===== src/rtl/timer_ctl.sv =====
// System-timer controller: generates the periodic zegar tick with a selectable
// 2/4/8/10/20 ms period and manages the CPU interrupt and the lost-tick count.
module timer_ctl #(
   parameter int         CLK_SYS_HZ  = 50_000_000,
   parameter logic [2:0] DEFAULT_SEL = 3'd3
) (
   input  logic       clk_sys,
   input  logic       rst,
   input  logic       enable,
   input  logic       cfg_we,
   input  logic [2:0] cfg_sel,
   output logic       cfg_err,
   output logic [2:0] sel,
   output logic       zegar,
   output logic       irq,
   input  logic       irq_ack,
   output logic [3:0] lost
);

   localparam int            P       = CLK_SYS_HZ / 1000;
   localparam int            PW      = $clog2(P);
   localparam logic [PW-1:0] PRE_MAX = PW'(P - 1);

   typedef enum logic [1:0] {
      IDLE,
      ARMED,
      PENDING
   } state_t;

   state_t        state;
   logic [PW-1:0] pre_cnt;
   logic [4:0]    ms_cnt;
   logic          terminal;
   logic          valid_wr;
   logic          bad_wr;

   // Reload value of the ms counter (period_ms - 1) for a period code.
   function automatic logic [4:0] period_max(input logic [2:0] code);
      logic [4:0] m;
      case (code)
         3'd0:    m = 5'd1;
         3'd1:    m = 5'd3;
         3'd2:    m = 5'd7;
         3'd3:    m = 5'd9;
         default: m = 5'd19;
      endcase
      return m;
   endfunction

   assign valid_wr = cfg_we && (cfg_sel <= 3'd4);
   assign bad_wr   = cfg_we && (cfg_sel > 3'd4);
   assign terminal = (pre_cnt == '0) && (ms_cnt == '0);
   // A valid write restarts the period, so a terminal in that cycle is dropped.
   assign zegar    = enable && terminal && !valid_wr;

   always_ff @(posedge clk_sys) begin
      if (rst) begin
         sel     <= DEFAULT_SEL;
         pre_cnt <= PRE_MAX;
         ms_cnt  <= period_max(DEFAULT_SEL);
         cfg_err <= 1'b0;
      end else begin
         cfg_err <= bad_wr;
         if (valid_wr) begin
            sel     <= cfg_sel;
            pre_cnt <= PRE_MAX;
            ms_cnt  <= period_max(cfg_sel);
         end else if (pre_cnt == '0) begin
            pre_cnt <= PRE_MAX;
            ms_cnt  <= (ms_cnt == '0) ? period_max(sel) : ms_cnt - 5'd1;
         end else begin
            pre_cnt <= pre_cnt - PW'(1);
         end
      end
   end

   // Ack takes priority over counting a lost tick; a tick in the ack cycle
   // immediately re-raises the interrupt.
   always_ff @(posedge clk_sys) begin
      if (rst || !enable) begin
         state <= IDLE;
         irq   <= 1'b0;
         lost  <= 4'd0;
      end else begin
         case (state)
            IDLE: begin
               if (zegar) begin
                  state <= PENDING;
                  irq   <= 1'b1;
               end else begin
                  state <= ARMED;
               end
            end
            ARMED: begin
               if (zegar) begin
                  state <= PENDING;
                  irq   <= 1'b1;
               end
            end
            PENDING: begin
               if (irq_ack) begin
                  lost <= 4'd0;
                  if (!zegar) begin
                     state <= ARMED;
                     irq   <= 1'b0;
                  end
               end else if (zegar && (lost != 4'hF)) begin
                  lost <= lost + 4'd1;
               end
            end
            default: begin
               state <= IDLE;
               irq   <= 1'b0;
               lost  <= 4'd0;
            end
         endcase
      end
   end

endmodule


===== config.mk =====
export PLATFORM = sky130hd
export DESIGN_NAME = timer_ctl
export DESIGN_NICKNAME = d
export VERILOG_FILES = /design/src/rtl/timer_ctl.sv
export SDC_FILE = /design/constraint.sdc
export NUM_CORES = 1
export LEC_CHECK = 0
export CORE_MARGIN = 2
export CORE_UTILIZATION = 50
export DETAILED_ROUTE_END_ITERATION = 7
export GPL_TIMING_DRIVEN = 0
export PLACE_DENSITY = 0.75
export RECOVER_POWER = 50
export SETUP_SLACK_MARGIN = 0.4
export SYNTH_ARGS = -nofsm -noshare
export SYNTH_HDL_FRONTEND = slang
export SYNTH_SLANG_ARGS = --single-unit

===== constraint.sdc =====
create_clock -name clk_sys -period 2.22 [get_ports clk_sys]
set_clock_uncertainty 0.15 [all_clocks]
set_input_delay 0.222 -clock clk_sys [delete_from_list [all_inputs] [get_ports clk_sys]]
set_output_delay 0.222 -clock clk_sys [all_outputs]
set_load 0.005 [all_outputs]

==> results.yml, run 1 <==
placed_design:
  dp_slack_ns: -0.420
  dpl-instance-area_sq_mm: 0.00192
  hpwlAfterDp_mm: 2.57
  gp_congestion: 0.843
  portBuffers: 17
cells_and_area:
  drive_above_1_share_pct: 31.8
  design_area_sq_mm: 0.00234
  antenna-diode-count: 0
  syn2layout_area_growth_pct: 42.9
  nets: 248
sta:
  slew_viol_final: 0
  grt_setup_unrepaired: "true"
  setup_viol: 1
  max_freq_mhz: 442
  final_hold_viol_count: 0
  setup_tns_ns: -0.0401
  slew_headroom_pct: 53.0
  min_period_over_period_pct: 102
  tightestPinTransition_ns: 0.698
  finalWorstSetupSlack_ns: -0.0401
  period_needed_ns: 2.26
setup_path:
  critPathMaxFanout: 2
  worstSetupPathType: "reg -> out"
  start_kind: "flip-flop"
  cp.arrival_ns: 1.89
  required_ns: 1.85
  worstSetupEndpointType: "output pin"
logic_synthesis:
  synth_edf_count: 0
  synth_cells: 188
  ys_seq_area_share_pct: 39.1
  yosysMostFrequentCell: "dfxtp_1"
  syn_area_sq_mm: 0.00164
  synth_top_cell_area_share_pct: 39.1
  synth.distinct_cells: 46
  syn_nets: 201
  syn_avg_cell_area_sq_um: 8.71
  synthTopCellsByCount: "32 x dfxtp_1, 22 x nand2_1, 21 x nor2_1, 10 x xnor2_1"
  async_flop_share_pct: 0
  synthTopCellsByArea: "dfxtp_1 39%, xnor2_1 5.4%, nand2_1 5.0%"
  yosysWarnings: 0
  ys.flop_type: "dfxtp_1"
  yosys.area.top_type: "dfxtp_1"
  ys_ff_latch: 32
drt:
  drtIter0Drc: 66
  routedWlPerCell_um: 15.5
  firstDrtPassIters: 4
  vias: 1558
  drc: 0
  antenna_left: 0
  wl_mm: 4.34
  viasPerCell: 5.56
clocking:
  root_buffer: "clkbuf_4"
  htree_levels: 2
  cts_tree: "done"
  clk_latency_ns: 0.34
  cts_made_buffers: 5
  clkSinkCount: 32
  clkSlewWorstSetupHoldPaths_ns: 0.10
  clock_path_buffers: 2
flow_run:
  drv_cap: 0
global_routing:
  gr-total-overflow: 0
  grt_antenna_before_repair: 0
  grt_usage_pct: 22.9
  grt_pass1_vias: 1454
  grt_pass1_wl_mm: 6.32
  grt_max_degree: 11
hold_path:
  min_path_type: "reg -> reg"
floorplanning:
  core_area_sq_mm: 0.00308
  io_pins: 18
  std_cell_rows: 20
  die_height_um: 61.2
  die_area_sq_mm: 0.00375
  die_x_um: 61.2
  start_util_pct: 53.2
run_status:
  failed_checks: "negative setup slack"
  status: "finished, violations left"
power:
  peakVddDrop_mv: 0.427
  power.density_mw_per_mm2: 463
  p_leak_nw: 0.860
==> state kept, by name, indices dropped and copies added, names as in the netlist <==
| register | count |
|---|---|
| lost | 4 |
| ms_cnt | 5 |
| irq | 1 |
| sel | 3 |
| cfg_err | 1 |
| state | 2 |
| pre_cnt | 16 |
==> layer usage <==
layer  vias up  GRT usage [%]  wire length [um]
met3        10           6.30               143
met2        25           40.7              2280
met1       764           26.8              1840
li1        759              -                 -
met5         -              0                 0
met4         0           6.83                83
==> repair_timing <==
| item | in CTS | in global routing |
|---|---|---|
| gates resized for setup | 27 | 26 |
| endpoints found under the setup margin | 29 | 18 |
| setup buffers | 16 | 7 |
| hold buffers | 0 | 0 |
| gates cloned | 0 | 0 |
| pin swaps | 20 | 17 |
==> area by class of cell <==
type | count | area, sq um
fillers | 214 | 739
inverters | 9 | 33.8
flip-flops and latches | 32 | 651
clock buffers | 8 | 58.8
repair buffers | 40 | 349
plain buffers | 3 | 22.5
multi-input cells | 144 | 1170
well taps | 44 | 55.1
==> logic make-up (layout without fill, tap and decap cells) <==
group,after synthesis,after routing,synth area share (%)
compound gates,27,27,11.5
xor+xnor,16,16,8.56
fa+ha+maj,5,5,3.82
buf+inv,12,60,2.75
flops,32,32,39.1
mux,4,4,2.45
simple gates,92,92,31.8
==> metrics by stage <==
| step | utilization (%) | cells | hold WS (ns) | power [mW] |
|---|---|---|---|---|
| 2_1_floorplan | - | 188 | 0.200 | 0.665 |
| 3_3_place_gp | 62.2 | 249 | 0.246 | 0.702 |
| 3_5_place_dp | 62.2 | 249 | 0.259 | 0.706 |
| 4_1_cts | 70.5 | 273 | 0.358 | 1.07 |
| 5_1_grt | 76.0 | 280 | 0.403 | 1.13 |
| 6_report | 76.0 | 280 | 0.371 | 1.08 |
==> power breakdown <==
group          internal, mW  leakage [nW]  switching, mW
Clock                 0.156        0.0326          0.197
Combinational        0.0610         0.568         0.0610
Sequential            0.587         0.259         0.0209
Total                 0.804         0.860          0.279
==> critical path, cell delays in order, from the launching register on <==
cell	delay [ns]
dfxtp_2	0.34
inv_2	0.07
ha_4	0.14
or4b_4	0.49
a211o_4	0.30
nor2_4	0.10
buf_2	0.12
==> placed cells by master (no fill, tap or decap), types with 2 or more instances in the layout <==
master,n
nand3_2,2
nand3b_1,2
nor3_1,6
clkbuf_4,5
buf_4,20
ha_4,2
o21ai_0,3
and4_1,2
inv_1,5
nand2_1,20
a21oi_1,5
xnor2_1,10
nor4b_4,2
a211oi_2,3
nor3b_2,2
nor2_1,20
dfxtp_1,26
ha_1,3
nand3_1,6
nor4_4,3
nor2b_1,3
buf_6,3
nor2_4,2
dfxtp_2,5
mux2i_1,4
dlygate4sd3_1,8
and3_1,2
xor2_1,6
inv_2,4
o21bai_1,2
a31oi_1,2
a211oi_1,2
clkdlybuf4s50_1,8
clkbuf_1,4
==> path summary, 6_finish.rpt <==
kind | cells past startpoint | slack, ns | end | startpoint
worst max register to register | 9 | 0.04 | lost[3] | ms_cnt[1]
worst max-delay path | 6 | -0.04 | zegar | ms_cnt[1]
worst min register to register | 2 | 0.37 | lost[1] | lost[1]
worst min-delay path | 2 | 0.37 | lost[1] | lost[1]
Power figures use the tool's default switching activity.
==> run 2: changes to the inputs <==
- PLACE_DENSITY: 0.75 -> 0.87
- SLEW_MARGIN: unset -> 10
==> results.yml, run 2 (synthesis results as in run 1) <==
power:
  p_switching_uw: 273
  peakVddDrop_mv: 0.268
  seqPwrFrac_pct: 59.2
  power.density_mw_per_mm2: 431
  p_sw_share_pct: 26.5
  p_clk_share_pct: 28.6
  p_leak_nw: 0.878
  combPwrFrac_pct: 12.3
  internal-power_uw: 755
sta:
  slew_viol_final: 0
  slew_headroom_pct: 54.5
  period_needed_ns: 2.25
  min_period_over_period_pct: 102
  finalWorstSetupSlack_ns: -0.0334
  tightestPinTransition_ns: 0.676
  whs_ns: 0.374
  grt_setup_unrepaired: "true"
  final_hold_viol_count: 0
  setup_tns_ns: -0.0832
  setup_viol: 3
  max_freq_mhz: 444
clocking:
  clkSinkCount: 32
  clock_path_buffers: 2
  cts_tree: "done"
  clkSlewWorstSetupHoldPaths_ns: 0.10
  root_buffer: "clkbuf_4"
  clk_latency_ns: 0.34
  cts_made_buffers: 5
  holdBufCountCts: 0
  htree_levels: 2
setup_path:
  slowest_delay_ns: 0.48
  required_ns: 2.30
  crit_slowest_cell: "or4b_4"
  start_kind: "flip-flop"
  setup.worst_path.end: "lost[3]"
  crit_start: "ms_cnt[1]"
  worstSetupPathType: "reg -> reg"
  cp.arrival_ns: 2.33
  critPathMaxFanout: 6
  r2r-end: "lost[3]"
  worstSetupEndpointType: "flip-flop"
  r2r_slack_ns: -0.03
  cpMostUsedCell: "buf_6"
  r2r-start: "ms_cnt[1]"
  worstPathCellList: "inv_2 > ha_4 > or4b_4 > a211o_4 > nor2_4 > buf_4 > buf_6 > buf_6 > and4_1 > nor3_1"
  rr_worst_depth: 10
cells_and_area:
  syn2layout_area_growth_pct: 45.9
  final_common_cell: "dfxtp_1"
  largest_register_ffs: 16
  mostFrequentLayoutCells: "25 x dfxtp_1, 22 x buf_4, 20 x nand2_1"
  drive_above_1_share_pct: 34.5
  reg_top3: "pre_cnt: 16 flops, ms_cnt: 5 flops, lost: 4 flops"
  postLayoutCoreUtil_pct: 77.6
  largest_register: "pre_cnt"
  nets: 253
  antenna-diode-count: 0
floorplanning:
  die_x_um: 61.2
  die_area_sq_mm: 0.00375
  die_height_um: 61.2
  std_cell_rows: 20
  io_pins: 18
  start_util_pct: 53.2
  core_area_sq_mm: 0.00308
run_status:
  status: "finished, violations left"
  failed_checks: "negative setup slack"
hold_path:
  hold_depth: 2
  min_path_type: "reg -> reg"
drt:
  antenna_left: 0
  drc: 0
  routedWlPerCell_um: 16.2
  vias: 1597
  wl_mm: 4.57
  drtIter0Drc: 81
  firstDrtPassIters: 4
  viasPerCell: 5.66
global_routing:
  gr-total-overflow: 0
  grt_antenna_before_repair: 0
  grt_max_degree: 11
  grt_pass1_vias: 1369
  grt_pass1_wl_mm: 6.11
  grt_usage_pct: 22.5
placed_design:
  dp_slack_ns: -0.400
  gp_congestion: 0.824
  hpwlAfterDp_mm: 2.30
  portBuffers: 17
flow_run:
  drv_cap: 0
## run 2: worst min-delay path by stage
stage	startpoint	endpoint	slack, ns
6_report	irq	irq	0.37
5_1_grt	pre_cnt[7]	pre_cnt[7]	0.39
4_1_cts	pre_cnt[7]	pre_cnt[7]	0.36
3_5_place_dp	pre_cnt[0]	pre_cnt[0]	0.26
3_3_place_gp	pre_cnt[0]	pre_cnt[0]	0.25
2_1_floorplan	cfg_sel[1]	sel[1]	0.20
## run 2: through the flow
step                      cell area, sq um  std cells  power (mW)
after global routing                  2390        282        1.06
after floorplan                       1690        188       0.665
final                                 2390        282        1.03
after CTS                             2210        272        1.01
after detailed placement              1920        249       0.706
after global placement                1920        249       0.704
## run 2: layout make-up
type                    count  area (sq um)
multi-input cells         144          1180
fillers                   182           691
flip-flops and latches     32           652
repair buffers             45           407
well taps                  44          55.1
clock buffers               5          37.5
inverters                   9          33.8
plain buffers               3          18.8
## run 2: power by group through the flow
stage / clock network, mW / logic [mW] / registers (mW)
2_1_floorplan: 0 / 0.0517 / 0.614
6_report: 0.294 / 0.126 / 0.608
5_1_grt: 0.315 / 0.137 / 0.609
4_1_cts: 0.292 / 0.113 / 0.606
3_5_place_dp: 0 / 0.0893 / 0.617
3_3_place_gp: 0 / 0.0872 / 0.616
## run 2: per-layer routing
layer / routed length [um] / track usage, % / vias up
met1: 1920 / 27.6 / 756
met3: 265 / 5.67 / 16
met5: 0 / 0 / -
met2: 2260 / 36.8 / 51
li1: - / - / 774
met4: 119 / 10.9 / 0
## run 2: timing repair
item | 4_1_cts | 5_1_grt
endpoints found under the hold margin | 0 | 0
endpoints found under the setup margin | 29 | 27
gates resized for setup | 34 | 25
pin swaps | 19 | 19
setup buffers | 18 | 10
## run 2: worst max-delay path, delay by kind of cell (launching register included)
family	cells	cell delay [ns]
simple gates	4	0.80
buf+inv	4	0.41
flops	1	0.34
compound gates	1	0.30
fa+ha+maj	1	0.13
